--- config.mk ---
export PLATFORM = sky130hd
export DESIGN_NAME = loom_dpi_responder
export DESIGN_NICKNAME = d
export VERILOG_FILES = /design/src/rtl/loom_dpi_responder.sv
export SDC_FILE = /design/constraint.sdc
export NUM_CORES = 1
export LEC_CHECK = 0
export CAP_MARGIN = 0
export CORE_UTILIZATION = 40
export CTS_BUF_LIST = sky130_fd_sc_hd__clkbuf_8 sky130_fd_sc_hd__clkbuf_16
export DETAILED_ROUTE_END_ITERATION = 7
export PLACE_DENSITY = 0.81
export SLEW_MARGIN = 5
export SYNTH_ARGS = -nofsm -noshare
export SYNTH_HDL_FRONTEND = slang
export SYNTH_SLANG_ARGS = --single-unit
--- constraint.sdc ---
create_clock -name clk_i -period 5.9 [get_ports clk_i]
set_clock_uncertainty 0.1 [all_clocks]
set_input_delay 0.59 -clock clk_i [delete_from_list [all_inputs] [get_ports clk_i]]
set_output_delay 0.59 -clock clk_i [all_outputs]
set_load 0.01 [all_outputs]
--- src/rtl/loom_dpi_responder.sv ---
// loom_dpi_responder: host-facing end of the DPI call path; forwards one call at a time
// to the host, collects the return value (or times out) and hands it back to the caller.
module loom_dpi_responder #(
   parameter int FUNC_ID_W   = 8,
   parameter int N_ARGS      = 4,
   parameter int ARG_W       = 32,
   parameter int RET_W       = 32,
   parameter int TIMEOUT_CYC = 1024
) (
   input  logic                      clk_i,
   input  logic                      rst_ni,
   input  logic                      call_valid_i,
   output logic                      call_ready_o,
   input  logic [FUNC_ID_W-1:0]      call_func_id_i,
   input  logic [N_ARGS*ARG_W-1:0]   call_args_i,
   input  logic                      call_has_ret_i,
   output logic                      ret_valid_o,
   input  logic                      ret_ready_i,
   output logic [RET_W-1:0]          ret_data_o,
   output logic                      host_req_valid_o,
   output logic [FUNC_ID_W-1:0]      host_req_func_id_o,
   output logic [N_ARGS*ARG_W-1:0]   host_req_args_o,
   input  logic                      host_req_ack_i,
   input  logic                      host_ret_valid_i,
   input  logic [RET_W-1:0]          host_ret_data_i,
   output logic                      stall_o,
   output logic                      timeout_o,
   output logic [15:0]               call_count_o
);
   typedef enum logic [1:0] {IDLE, ISSUE, WAIT_RET, RESPOND} state_t;
   localparam int CNT_W = (TIMEOUT_CYC > 1) ? $clog2(TIMEOUT_CYC) : 1;
   localparam logic [CNT_W-1:0] CNT_LAST = CNT_W'((TIMEOUT_CYC > 0) ? TIMEOUT_CYC - 1 : 0);
   state_t                    state;
   logic                      has_ret_q;
   logic [FUNC_ID_W-1:0]      func_id_q;
   logic [N_ARGS*ARG_W-1:0]   args_q;
   logic [RET_W-1:0]          ret_q;
   logic [CNT_W-1:0]          cnt_q;
   logic                      timeout_q;
   logic [15:0]               count_q;
   logic                      timed_out;
   // A zero TIMEOUT_CYC disables the timeout; the counter then just free-runs.
   assign timed_out = (TIMEOUT_CYC != 0) && (cnt_q == CNT_LAST);
   always_ff @(posedge clk_i or negedge rst_ni) begin
      if (!rst_ni) begin
         state     <= IDLE;
         has_ret_q <= 1'b0;
         func_id_q <= '0;
         args_q    <= '0;
         ret_q     <= '0;
         cnt_q     <= '0;
         timeout_q <= 1'b0;
         count_q   <= '0;
      end else begin
         case (state)
            IDLE: if (call_valid_i) begin
               func_id_q <= call_func_id_i;
               args_q    <= call_args_i;
               has_ret_q <= call_has_ret_i;
               state     <= ISSUE;
            end
            ISSUE: if (host_req_ack_i) begin
               cnt_q <= '0;
               if (has_ret_q) state <= WAIT_RET;
               else begin
                  ret_q <= '0;
                  state <= RESPOND;
               end
            end
            WAIT_RET: if (host_ret_valid_i) begin
               ret_q <= host_ret_data_i;
               state <= RESPOND;
            end else if (timed_out) begin
               ret_q     <= '0;
               timeout_q <= 1'b1;
               state     <= RESPOND;
            end else cnt_q <= cnt_q + 1'b1;
            RESPOND: if (ret_ready_i) begin
               count_q <= count_q + 16'd1;
               state   <= IDLE;
            end
            default: state <= IDLE;
         endcase
      end
   end
   assign call_ready_o       = (state == IDLE);
   assign host_req_valid_o   = (state == ISSUE);
   assign ret_valid_o        = (state == RESPOND);
   assign stall_o            = (state != IDLE);
   assign ret_data_o         = ret_q;
   assign host_req_func_id_o = func_id_q;
   assign host_req_args_o    = args_q;
   assign timeout_o          = timeout_q;
   assign call_count_o       = count_q;
endmodule
======== Yosys cells after proc, flatten, opt, wreduce, memory -nomap -nowiden ========
Cells that the tools add are included.
cells by class
  multiplexer cells ....................... 16
  add/subtract/negate cells ............... 2
  reductions and logical operators ........ 9
  bitwise gates (word level) .............. 1
  equality and inequality tests ........... 11
operator list
  kind                     number
  $mux W32                 4
  $pmux W32 S2             1
  $mux W10                 3
  $pmux W10 S2             1
  $add A16 B1 Y16 const B  1
  $reduce_and A4 Y1        3
  $add A10 B1 Y10 const B  1
  $eq A10 B10 Y1 const B   1
  $mux W2                  5
  $ne A2 B2 Y1 const B     4
  $pmux W2 S4              1
  $eq A2 B2 Y1 const B     2
  $ne A2 B1 Y1 const B     2
  $reduce_and A2 Y1        2
  $reduce_bool A2 Y1       2
  $ne A3 B3 Y1 const B     1
  $reduce_and A3 Y1        1
  $eq A2 B1 Y1 const B     1
  $logic_not A2 Y1         1
  $mux W1                  1
  $not A1 Y1               1
word-level totals
  register bits ........................... 198
  word-level logic and storage cells ...... 47
  output and inout port bits .............. 189

======== Longest topological paths before layout ========
Gate-level depths: netlist of the first run.
  word-level depth ........................ 4
  gate-level depth with buffers ........... 7
  depth with buffers taken out ............ 6

======== Least setup slack after synthesis of the first run ========
Ideal clock, no wire load.
  path kind ............................... flip-flop to flip-flop
  start ................................... register cnt_q[0]
  end ..................................... register ret_q[10] (netlist: ret_data_o[10])
  setup time .............................. 0.125 ns
  buffers on the path ..................... 2
  path slack .............................. 3.649 ns
  arrival ................................. 2.027 ns
  stages on the path, launching flop included .. 8
  path through ............................ dfrtp_1 > ha_1 > nand3_1 > or3_1 > buf_6 > a221oi_4 > buf_6 > mux2_2
on the way
  cells in the longest elaborated chain, start to end .. 3
RTL lines
  element                             RTL line  text
  start, declared                     38        logic [CNT_W-1:0] cnt_q;
  start signal, assigned              77        end else cnt_q <= cnt_q + 1'b1;
  $eq A10 B10 Y1                      43        assign timed_out = (TIMEOUT_CYC != 0) && (cnt_q == CNT_LAST);
  $ne A3 B3 Y1 (no source line)       -
  $reduce_and A4 Y1 (no source line)  -
  end signal, assigned                71        ret_q <= host_ret_data_i;
  end, declared                       37        logic [RET_W-1:0] ret_q;
Every way passes these cells.
A chain may end at the register's enable or synchronous reset.

======== Worst setup path in the final report of the first run ========
  start ................................... register state[0]
  end ..................................... register args_q[16] (netlist: host_req_args_o[16])
on the way
  cells in the longest elaborated chain, start to end .. 2
RTL lines
  element                             RTL line  text
  start, declared                     33        state_t state;
  start signal, assigned              46        state <= IDLE;
  start signal, assigned              60        state <= ISSUE;
  start signal, assigned              64        if (has_ret_q) state <= WAIT_RET;
  $logic_not A2 Y1                    55        case (state)
  $reduce_and A2 Y1 (no source line)  -
  end signal, assigned                58        args_q <= call_args_i;
  end, declared                       36        logic [N_ARGS*ARG_W-1:0] args_q;
Every way passes these cells.

==> impl_results.md, run 1 <==
* Critical Path Sink Type: flop
* Share of post-route cells with drive strength above 1 at a little under a quarter
* Main flop type after synthesis: dfrtp_1
* Yosys top cell area share at between 60% and 70%
* Fmax achieved at 0.373 GHz
* XOR/XNOR Fraction of Synth Area at under 10%
* Final #Nets at roughly 1100
* Total global-route track usage at 20.3%
* Worst-skew pair later-pin latency at ~0.42 ns
* Slew Viols, Final at 0
* Placed cell count at between 1000 and 1500
* Initial antenna violation count at 0
* CTS tree: done
* Post-synthesis mux area share at roughly 24%
* Dpl hpwl at roughly 15 mm
* Clock sink total at slightly below 200
* Fin crit share at about 45%
* Most numerous cell in the Yosys netlist: dfrtp_1
* IO buf count at between 300 and 400
* Worst-Margin Slew at 0.844 ns
* Initial core utilization at about two fifths
* Post-CTS Hold Buffers at 0
* Yosys cell types at 39
* Final non-filler cell total at between 1000 and 1500
* Startpoint types: flop
* Arr. time, crit path at ~2.9 ns
* Ys async rst share at between 90% and 100%
* Total power per unit cell area at between 400 and 500 mW/mm2
* Drt total wl at 20.8 mm
* Post-DR wirelength/cell at between 15 and 20 um
* Diode count at 0
* Area Overhead vs Synth at 55.6%
* Drt via density at about 4.9
* First-pass GRT wire length at between 30 and 40 mm
* Final hold vios at 0
* Status: complete, no violations
* Antenna Violating Nets Remaining at 0
* Initial DRC count at around 270
* Vias in the first global route at slightly below 6000
* Setup CP Type: flop to flop
* # setup viols final at 0
* DR vias at between 5000 and 6000
* CTS Buf Count at 17
* Grt ovf at 0
* Average size of a mapped cell at between 10 and 15 um2
* Reg clk slew, reported paths at roughly 0.07 ns
* Number of enable flip-flop cells after synthesis at 0
* Critical path required time at 6.10 ns
* Post-CTS Setup Repair Bufs at 0
* Post-synthesis sequential area ratio at a little over 60%
* Max_slew headroom at approximately 44%
* Io pins at roughly 360
* Initial DRT Pass Iterations at 4
* Die Area at ~0.021 mm2
* CTS Buffer Depth at 2
* YS warnings at 0
* Register area at approximately 0.0050 mm2
* DRC viols at 0
* Max VDD drop at 0.361 mV
* Multi-input combinational cell area at about 0.0029 mm2
* FILL cells at roughly 1500
* Cell taking the most area after synthesis: dfrtp_1
* Synthesized-area fraction occupied by adder cells at 1.09%
* Max Cap Viol at 0
* Yosys reg bits at roughly 200
* CP max FO at slightly below 60
* Root buf cell: clkbuf_16
* # rows at 51
* Compound-Gate Fraction of Synth Area at between 2 and 3%
* HP Class: primary input to async pin
* Simple-gate area share of the yosys netlist at roughly 6.5%
* Post-Synthesis Cells at 553
* GPL Wtd Cong at 0.768
* Core area at 0.0196 mm2
* RSZ-0062 raised after global routing: no
* Leak at approximately 5.4 nW
* Synth area leaders: dfrtp_1 (62%), mux2_2 (24%), and3_1 (2.6%)
* Commonest cells post-synth: dfrtp_1 (198), mux2_2 (169), and3_1 (34)
* Die Y at approximately 140 um
* Resized Gates After CTS at 0
* Largest family of logic cells by synthesized area: multiplexers
* Largest net degree at the start of global routing at between 100 and 150
* Syn Nets at 735
* H-tree depth at 4
* Synth Cell Area at roughly 0.0080 mm2
* Fin crit period at about 2.7 ns
* Die Width at between 100 and 150 um
* Setup TNS at 0 ns
==> placed cells by master, fill, tap and decap left out, types with 2 or more instances in the layout <==
cell,count
nand2b_1,2
mux2_2,169
nor2_1,8
xnor2_1,11
nor4_1,3
clkinvlp_4,2
and3_1,34
clkdlybuf4s50_1,362
o21ai_0,4
inv_1,10
clkinv_4,2
clkbuf_8,4
inv_8,3
ha_1,7
xor2_1,4
a211oi_1,3
nor3_1,2
nand2_1,15
o211ai_1,6
or2_2,2
clkbuf_16,17
nand3_1,8
a211o_1,3
nor2b_1,2
nand4_1,8
or3_1,4
or4_1,2
mux2_1,2
a21oi_1,4
dfrtp_1,198
inv_6,4
buf_4,7
==> path summary, 6_finish.rpt <==
kind	start	to	slack (ns)	cells after the start
max in group asynchronous	rst_ni	host_req_args_o[44]$_DFFE_PN0P_	4.25	2
min in group clk_i	timeout_o$_DFFE_PN0P_	timeout_o$_DFFE_PN0P_	0.36	1
min reg2reg	timeout_o$_DFFE_PN0P_	timeout_o$_DFFE_PN0P_	0.36	1
max reg2reg	state[0]$_DFFE_PN0P_	host_req_args_o[16]$_DFFE_PN0P_	3.22	5
min	rst_ni	ret_data_o[7]$_DFFE_PN0P_	0.17	1
max	state[0]$_DFFE_PN0P_	host_req_args_o[16]$_DFFE_PN0P_	3.22	5
==> worst max-delay path, cell delays in order, from the launching register on <==
cell	delay, ns
dfrtp_1	0.39
inv_1	0.12
ha_1	0.29
nand2_4	0.58
buf_4	0.59
mux2_2	0.41
==> metal layers <==
layer | global-route usage [%] | share of wire [%] | wire (um)
met1 | 23.0 | 38 | 7900
met2 | 33.7 | 51 | 10600
met3 | 7.36 | 8.2 | 1710
met4 | 10.1 | 3.1 | 648
met5 | 0 | 0 | 0
==> cells by family after synthesis <==
kind of cell | Yosys count
AOI/OAI and AO/OA | 29
xor gates and xnor gates | 15
adders and majority gates | 7
buffers and inverters | 38
DFF | 198
muxes | 172
and+or+nand+nor | 94
==> sequential cells by signal, indices dropped and copies added (netlist names) <==
register / cells
host_req_args_o: 128
ret_data_o: 32
call_count_o: 16
cnt_q: 10
host_req_func_id_o: 8
state: 2
has_ret_q: 1
timeout_o: 1
==> where the power goes <==
part           switching [mW]  internal, mW
Combinational            1.11          1.72
Clock                   0.537         0.589
Sequential              0.332          1.95
==> area by class of cell <==
cell class	count	area share (%)
Tap cell	265	2.65
Inverter	10	0.300
Clock inverter	12	0.851
Multi-Input combinational cell	317	23.3
Sequential cell	198	39.6
Timing Repair Buffer	370	29.5
Clock buffer	20	3.73
==> stage by stage <==
step	hold WS, ns	worst slack (ns)	util, %	cell area [um2]	power, mW
finish	0.167	3.22	63.8	12500	6.25
global route	0.219	3.02	63.8	12500	6.58
CTS	0.202	3.19	63.8	12500	6.32
detailed placement	0.352	2.92	60.9	11900	5.17
global placement	0.348	2.96	60.9	11900	5.10
floorplan	0.194	3.65	-	8030	3.56
Note: power is estimated with default switching activity, not from simulation.
==> inputs of run 2 (changes only) <==
Settings changed: CORE_UTILIZATION 40 to 38, PLACE_DENSITY 0.81 to 0.8.
Clock period 5.9 ns to 2.2 ns, I/O delays scaled along.
==> run 2 against run 1 <==
Utilization is 0.36 points lower. Die area is 5.2% higher. Sequential power grew to 2.7 times the previous value. Critical endpoint is now ret_data_o[28]$_DFFE_PN0P_. Largest cell class unchanged. Highest routed layer unchanged.
==> impl_results.md, run 2 (synthesis results as in run 1) <==
* Drt via density at 4.91 (+0.85%)
* Core area at 0.0205 mm2 (+4.6%)
* CP max FO at 8 (-86%)
* Fin area at 0.0130 mm2 (+4.0%)
* Leak at 5.69 nW (+4.5%)
* Vias in the first global route at 6394 (+9.0%)
* Most frequent cells in the layout: clkdlybuf4s50_1 (361), dfrtp_1 (197), mux2_2 (145)
* First-pass GRT wire length at 34.8 mm (+9.8%)
* Drt total wl at 23.1 mm (+11%)
* Total power per unit cell area at 1370 mW/mm2 (+170%)
* Initial core utilization at 39.2% (-1.8 points)
* CTS Buf Count at 17 (unchanged)
* Crit-path cells: ha_4 -> nand3_2 -> or3_4 -> a221oi_4 -> buf_6 -> clkbuf_16 -> mux2_4
* Post-DR wirelength/cell at 18.9 um (+7.9%)
* Worst-Margin Slew at 0.501 ns (-0.343 ns)
* Slowest CP cell: dfrtp_1
* IO buf count at 363 (unchanged)
* Slew Viols, Final at 0 (unchanged)
* Crit-path max cell delay at 0.40 ns (-0.19 ns)
* Final hold vios at 0 (unchanged)
* Initial DRC count at 217 (-20%)
* Diode count at 0 (unchanged)
* Fin crit share at 99.7% (+54 points)
* Max Cap Viol at 0 (unchanged)
* Root buf cell: clkbuf_16
* Clock sink total at 198 (unchanged)
* H-tree depth at 4 (unchanged)
* Antenna Violating Nets Remaining at 0 (unchanged)
* RSZ-0062 raised after global routing: yes
* Arr. time, crit path at 2.40 ns (-0.48 ns)
* Multi-input combinational cell area at 0.00305 mm2 (+4.7%)
* Max VDD drop at 0.708 mV (+96%)
* Status: complete, no violations
* CTS Buffer Depth at 2 (unchanged)
* Io pins at 364 (unchanged)
* Final #Nets at 1123 (+2.5%)
* Grt ovf at 0 (unchanged)
* Critical Path Sink Type: flop
* Most common cell after layout, fill and taps aside: clkdlybuf4s50_1
* Startpoint types: flop
* HP Class: primary input to async pin
* Reg clk slew, reported paths at 0.09 ns (+0.02 ns)
* Critical path required time at 2.41 ns (-3.69 ns)
* CTS tree: done
* Setup CP Type: flop to flop
* Dpl hpwl at 16.7 mm (+9.0%)
* Placed Area at 0.0122 mm2 (+2.0%)
* Overall power at 17.8 mW (+190%)
* DRC viols at 0 (unchanged)
* Fin crit period at 2.19 ns (-0.485 ns)
* Register area at 0.00496 mm2 (about the same)
* Total global-route track usage at 21.0% (+0.75 points)
* Area Overhead vs Synth at 61.9%
* Initial antenna violation count at 0 (unchanged)
* Die Y at 147 um (+2.6%)
* # setup viols final at 0 (unchanged)
* Fmax achieved at 0.456 GHz (+22%)
* Die Area at 0.0217 mm2 (+5.2%)
* Max_slew headroom at 66.6% (+23 points)
* Largest net degree at the start of global routing at 65 (-40%)
* # rows at 52 (+2.0%)
* Max FFs per register at 128 (unchanged)
* Initial DRT Pass Iterations at 4 (unchanged)
* Share of post-route cells with drive strength above 1 at 26.1% (+3.0 points)
* Die Width at 147 um (+2.6%)
* FILL cells at 1551 (+1.5%)
* Worst-skew pair later-pin latency at 0.43 ns (about the same)
* DR vias at 6005 (+3.6%)
* GPL Wtd Cong at 0.813 (+5.8%)
[run 2: changes by cell type in the layout (fill, tap and decap cells not counted), moves of 4 or more]
cell,before,now
clkinv_8,0,4
mux2_4,0,26
inv_6,4,8
mux2_2,169,145
buf_12,0,5
buf_4,7,23
[run 2: power by group]
group | leakage (nW) | switching, mW | internal (mW)
registers | 2.46 | 0.909 | 5.24
clock network | 0.301 | 1.58 | 1.67
logic | 2.93 | 3.28 | 5.13
total | 5.69 | 5.78 | 12.0
[run 2: cell type report]
class	count	share of cell area [%]
well taps	270	2.60
inverters	10	0.289
clock buffers	18	3.38
repair buffers	397	30.8
flip-flops and latches	198	38.1
clock inverters	14	1.36
multi-input cells	317	23.5
[run 2: routing by layer]
layer  track usage [%]  vias to the layer above  part of all wire, %
li1                  -                     2742                    -
met1              24.6                     3004                   40
met2              36.3                      227                   51
met3              6.30                       32                  6.4
met4              8.04                        0                  2.6
met5                 0                        -                    0
[run 2: path summary, 6_finish.rpt]
path                                              start                                end  slack (ns)  depth (start not counted)
max                                cnt_q[1]$_DFFE_PN0P_         ret_data_o[28]$_DFFE_PN0P_       0.007                          7
min in group clk_i                     call_args_i[100]   host_req_args_o[100]$_DFFE_PN0P_        0.29                          2
max reg2reg                        cnt_q[1]$_DFFE_PN0P_         ret_data_o[28]$_DFFE_PN0P_       0.007                          7
min reg2reg                call_count_o[15]$_DFFE_PN0P_       call_count_o[15]$_DFFE_PN0P_        0.39                          1
min                                              rst_ni    host_req_args_o[11]$_DFFE_PN0P_        0.22                          2
max in group asynchronous                        rst_ni  host_req_func_id_o[2]$_DFFE_PN0P_        1.10                          3
[run 2: through the flow]
stage	TNS (ns)	utilization (%)	std cells	setup WS, ns	hold slack [ns]
6_report	0	63.5	1224	0.00727	0.223
5_1_grt	-1.14	63.5	1224	-0.0485	0.245
4_1_cts	0	62.4	1219	0.0287	0.235
3_5_place_dp	0	59.3	1186	0.0551	0.147
3_3_place_gp	0	59.3	1186	0.108	0.143
2_1_floorplan	-0.537	-	553	-0.0187	-0.176
[run 2: what timing repair did]
action                                 4_1_cts  5_1_grt
endpoints found under the hold margin       54        0
hold buffers                                 1        0
resized for setup                            2       35
gates cloned                                 0        3
pin swaps                                    0        3
setup endpoints to repair                    2       35
buffers inserted                             0        2
[run 2: worst max-delay path: cells and delay by family (launching register included)]
family	cells	cell delay (ns)
flops	1	0.40
simple gates	2	0.48
buf+inv	2	0.34
fa+ha+maj	1	0.17
mux	1	0.30
compound gates	1	0.30
